<file path="src/rtl/coproc_pkg.sv">
// Shared definitions for the image coprocessor: default frame geometry and
// the scan FSM state encoding.
package coproc_pkg;

    localparam int LARGURA_PAD = 160;
    localparam int ALTURA_PAD  = 120;

    localparam logic [2:0] ST_IDLE   = 3'd0;
    localparam logic [2:0] ST_LER    = 3'd1;
    localparam logic [2:0] ST_ESPERA = 3'd2;
    localparam logic [2:0] ST_ENVIA  = 3'd3;
    localparam logic [2:0] ST_FIM    = 3'd4;

endpackage

</file>
<file path="src/rtl/contador_xy.sv">
// Raster-order x/y counters with a linear address that advances alongside
// them, so the read address never needs a y*LARGURA product.
module contador_xy #(
    parameter int LARGURA = 160,
    parameter int ALTURA  = 120,
    parameter int ADDR_W  = 15
) (
    input  logic              clk,
    input  logic              rst,
    input  logic              clear,
    input  logic              inc,
    output logic [9:0]        x,
    output logic [9:0]        y,
    output logic [ADDR_W-1:0] addr,
    output logic              ultimo
);

    localparam logic [9:0] X_MAX = 10'(LARGURA - 1);
    localparam logic [9:0] Y_MAX = 10'(ALTURA - 1);

    logic [9:0]        x_q, x_d;
    logic [9:0]        y_q, y_d;
    logic [ADDR_W-1:0] addr_q, addr_d;

    always_comb begin
        x_d    = x_q;
        y_d    = y_q;
        addr_d = addr_q;
        if (clear) begin
            x_d    = '0;
            y_d    = '0;
            addr_d = '0;
        end else if (inc) begin
            addr_d = addr_q + ADDR_W'(1);
            if (x_q == X_MAX) begin
                x_d = '0;
                y_d = y_q + 10'd1;
            end else begin
                x_d = x_q + 10'd1;
            end
        end
    end

    always_ff @(posedge clk or negedge rst) begin
        if (!rst) begin
            x_q    <= '0;
            y_q    <= '0;
            addr_q <= '0;
        end else begin
            x_q    <= x_d;
            y_q    <= y_d;
            addr_q <= addr_d;
        end
    end

    assign x      = x_q;
    assign y      = y_q;
    assign addr   = addr_q;
    assign ultimo = (x_q == X_MAX) && (y_q == Y_MAX);

endmodule

</file>
<file path="src/rtl/varredura_origem.sv">
// Scans one source frame in raster order: read, wait one cycle for the memory,
// then hand the pixel and its coordinates downstream with ready_in backpressure.
module varredura_origem
    import coproc_pkg::*;
#(
    parameter int LARGURA = LARGURA_PAD,
    parameter int ALTURA  = ALTURA_PAD,
    parameter int ADDR_W  = 15
) (
    input  logic              clk,
    input  logic              rst,
    input  logic              start,
    input  logic [2:0]        escala,
    input  logic [7:0]        mem_data,
    input  logic              ready_in,
    output logic [ADDR_W-1:0] mem_addr,
    output logic [7:0]        pixel_out,
    output logic [9:0]        x_orig,
    output logic [9:0]        y_orig,
    output logic [2:0]        escala_out,
    output logic              enable_out,
    output logic              busy,
    output logic              done,
    output logic              erro
);

    logic [2:0]        state_q, state_d;
    logic [7:0]        pixel_q, pixel_d;
    logic [9:0]        xo_q, xo_d;
    logic [9:0]        yo_q, yo_d;
    logic [2:0]        escala_q, escala_d;
    logic              busy_q, busy_d;
    logic              done_q, done_d;
    logic              erro_q, erro_d;

    logic              cnt_clear, cnt_inc, ultimo;
    logic [9:0]        x_cnt, y_cnt;
    logic [ADDR_W-1:0] addr_cnt;

    contador_xy #(
        .LARGURA(LARGURA),
        .ALTURA (ALTURA),
        .ADDR_W (ADDR_W)
    ) u_contador (
        .clk   (clk),
        .rst   (rst),
        .clear (cnt_clear),
        .inc   (cnt_inc),
        .x     (x_cnt),
        .y     (y_cnt),
        .addr  (addr_cnt),
        .ultimo(ultimo)
    );

    always_comb begin
        state_d   = state_q;
        pixel_d   = pixel_q;
        xo_d      = xo_q;
        yo_d      = yo_q;
        escala_d  = escala_q;
        busy_d    = busy_q;
        erro_d    = erro_q;
        cnt_clear = 1'b0;
        cnt_inc   = 1'b0;
        case (state_q)
            ST_IDLE: begin
                if (start) begin
                    if (escala != 3'd0) begin
                        escala_d  = escala;
                        erro_d    = 1'b0;
                        busy_d    = 1'b1;
                        cnt_clear = 1'b1;
                        state_d   = ST_LER;
                    end else begin
                        erro_d  = 1'b1;
                        state_d = ST_FIM;
                    end
                end
            end
            ST_LER:    state_d = ST_ESPERA;
            ST_ESPERA: begin
                // mem_data now answers the address presented during LER
                pixel_d = mem_data;
                xo_d    = x_cnt;
                yo_d    = y_cnt;
                state_d = ST_ENVIA;
            end
            ST_ENVIA: begin
                if (ready_in) begin
                    if (ultimo) begin
                        busy_d  = 1'b0;
                        state_d = ST_FIM;
                    end else begin
                        cnt_inc = 1'b1;
                        state_d = ST_LER;
                    end
                end
            end
            ST_FIM:  state_d = ST_IDLE;
            default: state_d = ST_IDLE;
        endcase
        done_d = (state_d == ST_FIM);
    end

    always_ff @(posedge clk or negedge rst) begin
        if (!rst) begin
            state_q  <= ST_IDLE;
            pixel_q  <= '0;
            xo_q     <= '0;
            yo_q     <= '0;
            escala_q <= '0;
            busy_q   <= 1'b0;
            done_q   <= 1'b0;
            erro_q   <= 1'b0;
        end else begin
            state_q  <= state_d;
            pixel_q  <= pixel_d;
            xo_q     <= xo_d;
            yo_q     <= yo_d;
            escala_q <= escala_d;
            busy_q   <= busy_d;
            done_q   <= done_d;
            erro_q   <= erro_d;
        end
    end

    assign mem_addr   = addr_cnt;
    assign pixel_out  = pixel_q;
    assign x_orig     = xo_q;
    assign y_orig     = yo_q;
    assign escala_out = escala_q;
    assign enable_out = (state_q == ST_ENVIA) && ready_in;
    assign busy       = busy_q;
    assign done       = done_q;
    assign erro       = erro_q;

endmodule

</file>
<file path="config.mk">
export PLATFORM = sky130hd
export DESIGN_NAME = varredura_origem
export DESIGN_NICKNAME = d
export VERILOG_FILES = /design/src/rtl/coproc_pkg.sv /design/src/rtl/contador_xy.sv /design/src/rtl/varredura_origem.sv
export SDC_FILE = /design/constraint.sdc
export NUM_CORES = 1
export LEC_CHECK = 0
export BUFFER_PORTS_ARGS = -buffer_cell sky130_fd_sc_hd__buf_4
export CAP_MARGIN = 10
export CORE_MARGIN = 10
export CORE_UTILIZATION = 55
export CTS_BUF_LIST = sky130_fd_sc_hd__clkbuf_16
export CTS_CLUSTER_SIZE = 12
export DETAILED_ROUTE_END_ITERATION = 7
export GPL_TIMING_DRIVEN = 1
export HOLD_SLACK_MARGIN = 0.05
export PLACE_DENSITY = 0.78
export SYNTH_ARGS = -nofsm -noshare
export SYNTH_HDL_FRONTEND = slang
export SYNTH_SLANG_ARGS = --single-unit
</file>
<file path="constraint.sdc">
create_clock -name clk -period 6.4 [get_ports clk]
set_clock_uncertainty 0.1 [all_clocks]
set_input_delay 0.96 -clock clk [delete_from_list [all_inputs] [get_ports clk]]
set_output_delay 0.96 -clock clk [all_outputs]
set_load 0.01 [all_outputs]
</file>
==> flow_metrics.tcl <==
set metrics [dict create \
    avgSynthCellArea_um2 11.0 \
    die_height_um 99.8 \
    clkTransAtPathRegs_ps 50 \
    core_um2 6280 \
    cts_buffer_depth 2 \
    final_cell_mix "72 x dfrtp_1, 66 x buf_4, 44 x nand2_1" \
    reg2reg_slack_ps 3680 \
    crit_path_start_kind "input pin" \
    final_layout_size_suffix_gt1_frac 0.313 \
    end_kind "register" \
    grt.total_usage 0.164 \
    diodes 0 \
    drc_errors 0 \
    vias 2723 \
    antenna_found_initial 0 \
    dp_hpwl_um 5540 \
    fmax_mhz 354 \
    drt-total-wl_um 8140 \
    numCtsBuffers 9 \
    status "complete, no violations" \
    drt-vias-per-instance 5.96 \
    post_drt_wl_per_cell_um 17.8 \
    nets 394 \
    die_w_um 99.8 \
    path_max_fanout 20 \
    rows 29 \
    critPathMaxStageDelay_ps 710 \
    final_common_cell "dfrtp_1" \
    finalHoldViolCount 0 \
    setup_viol 0 \
    cts.hold.buffers_added 0 \
    place_area_um2 4020 \
    crit_type "in -> reg" \
    worstPathRequired_ps 6550 \
    start_util 0.558 \
    slew_viol_final 0 \
    cts_tree "built" \
    hold_ws_ps 374 \
    firstDrtPassIters 4 \
    synthArstFlopShare 1.00 \
    fin_setup_tns_ps 0 \
    ios 65 \
    clk_latency_ps 330 \
    ys_warn_count 0 \
    dp.cells 442 \
    drtAntennaViolNets 0 \
    crit_chain "buf_4 -> nand4b_4 -> inv_2 -> nand4_1 -> or4_1 -> a21oi_1" \
    maxSlewHeadroom 0.212 \
    die_area_um2 9950 \
    grt_overflow 0 \
    root_buffer "clkbuf_16" \
    grt_max_degree 73 \
    synth-edff-count 0 \
    slowest_stage "or4_1" \
    design_area_um2 4330 \
    synth_cell_type_count 47 \
    hold_class "reg -> reg" \
    path_buf_inv 2 \
    fin_cells 457 \
    fin_util 0.689 \
    fin_crit_sh 0.442 \
    power.density_nw_per_um2 352 \
    rsz0062_at_grt "false" \
    worstMarginPinSlew_ps 1180 \
    yosysSeqAreaShare 0.515 \
    post-cts-setup-buffers 0 \
    syn_nets 335 \
    maxCapViolCount 0 \
    crit_arrival_ps 2980 \
    clkSinkCount 72 \
    grt_pass1_wl_um 13400 \
    synth_area_um2 3500 \
    cts-resized-gates 0 \
    port_buffers 64 \
    fillers 491 \
    p_leak_uw 0.00204 \
    min_period_ps 2830 \
    drt_iter0_drc 205 \
    h-tree-depth 3 \
    grt_pass1_vias 2752 \
    synth_ff_type "dfrtp_1" \
    synth_cells 317 \
    ir_drop_mv 0.269 \
    synthToLayoutAreaGrowth_pct 23.6 \
    gp_congestion 0.880 \
    cp_top_family "simple AND/OR/NAND/NOR gates" \
    synth_seq_cells 72 \
]
through the flow:
step,total power (uW),worst slack (ps)
2_1_floorplan,840,3930
3_3_place_gp,1000,3340
3_5_place_dp,1020,3300
4_1_cts,1540,3600
5_1_grt,1600,3400
6_report,1520,3570
worst paths after layout:
path	start	to	depth (start not counted)
min	escala_out[2]	escala_out[2]	2
max reg2reg	u_contador.x[0]	u_contador.y[9]	5
min in group asynchronous	rst	pixel_out[5]	1
min reg2reg	escala_out[2]	escala_out[2]	2
max	ready_in	u_contador.y[9]	6
max in group asynchronous	rst	x_orig[6]	1
area by class of cell:
type | count | area, um2 | share of cell area
Sequential cell | 72 | 1800 | 0.417
Multi-Input combinational cell | 221 | 1610 | 0.371
Timing Repair Buffer | 66 | 495 | 0.115
Clock buffer | 9 | 225 | 0.0521
Tap cell | 77 | 96.3 | 0.0223
Clock inverter | 6 | 77.6 | 0.0179
Inverter | 6 | 22.5 | 0.00521
synthesized netlist by cell type (4+ instances only):
library cell  count  area share
nand2b_1          8       0.014
mux2_2           28       0.090
nand3_1          11       0.016
mux2i_1          14       0.040
dfrtp_1          72        0.51
or3_1             5      0.0089
and3_1            7       0.013
nand4_1          10       0.018
inv_1             5      0.0054
nand2_1          44       0.047
nor2_1            5      0.0054
buf_2            10       0.014
o31ai_1           7       0.015
a2111oi_2         6       0.026
clkbuf_1          6      0.0064
a21oi_1          16       0.023
o21ai_0           9       0.013
o21ai_1           4      0.0057
or4_1             6       0.013
report_power, final:
part / internal [uW] / switching [uW] / leakage [uW]
logic: 198 / 191 / 0.000927
clock network: 334 / 179 / 0.000158
registers: 539 / 81.5 / 0.000958
cells by family (layout without fill, tap and decap cells):
family / after synthesis / after routing / synth area share
and+or+nand+nor: 108 / 108 / 0.169
DFF: 72 / 72 / 0.515
AOI/OAI and AO/OA: 66 / 66 / 0.141
muxes: 42 / 42 / 0.130
buffers and inverters: 24 / 87 / 0.0293
adders and majority gates: 3 / 3 / 0.0107
xor gates and xnor gates: 2 / 2 / 0.00501
flip-flops by register name (all words and copies together), names as in the netlist:
signal,flops
u_contador.addr,15
u_contador.x,10
u_contador.y,10
x_orig,10
y_orig,10
pixel_out,8
escala_out,3
state_q,3
busy,1
done,1
erro,1
worst min-delay path, cell delays in order (launching register included):
cell and delay, ps:
dfrtp_1 330, nand2_1 50, nand2_1 60
per-layer routing:
layer	up-vias	track usage	part of all wire
met5	-	0	0
met4	0	0.0673	0.011
met3	7	0.0478	0.070
met2	71	0.265	0.50
met1	1344	0.199	0.41
li1	1301	-	-
Note: power is estimated with default switching activity, not from simulation.
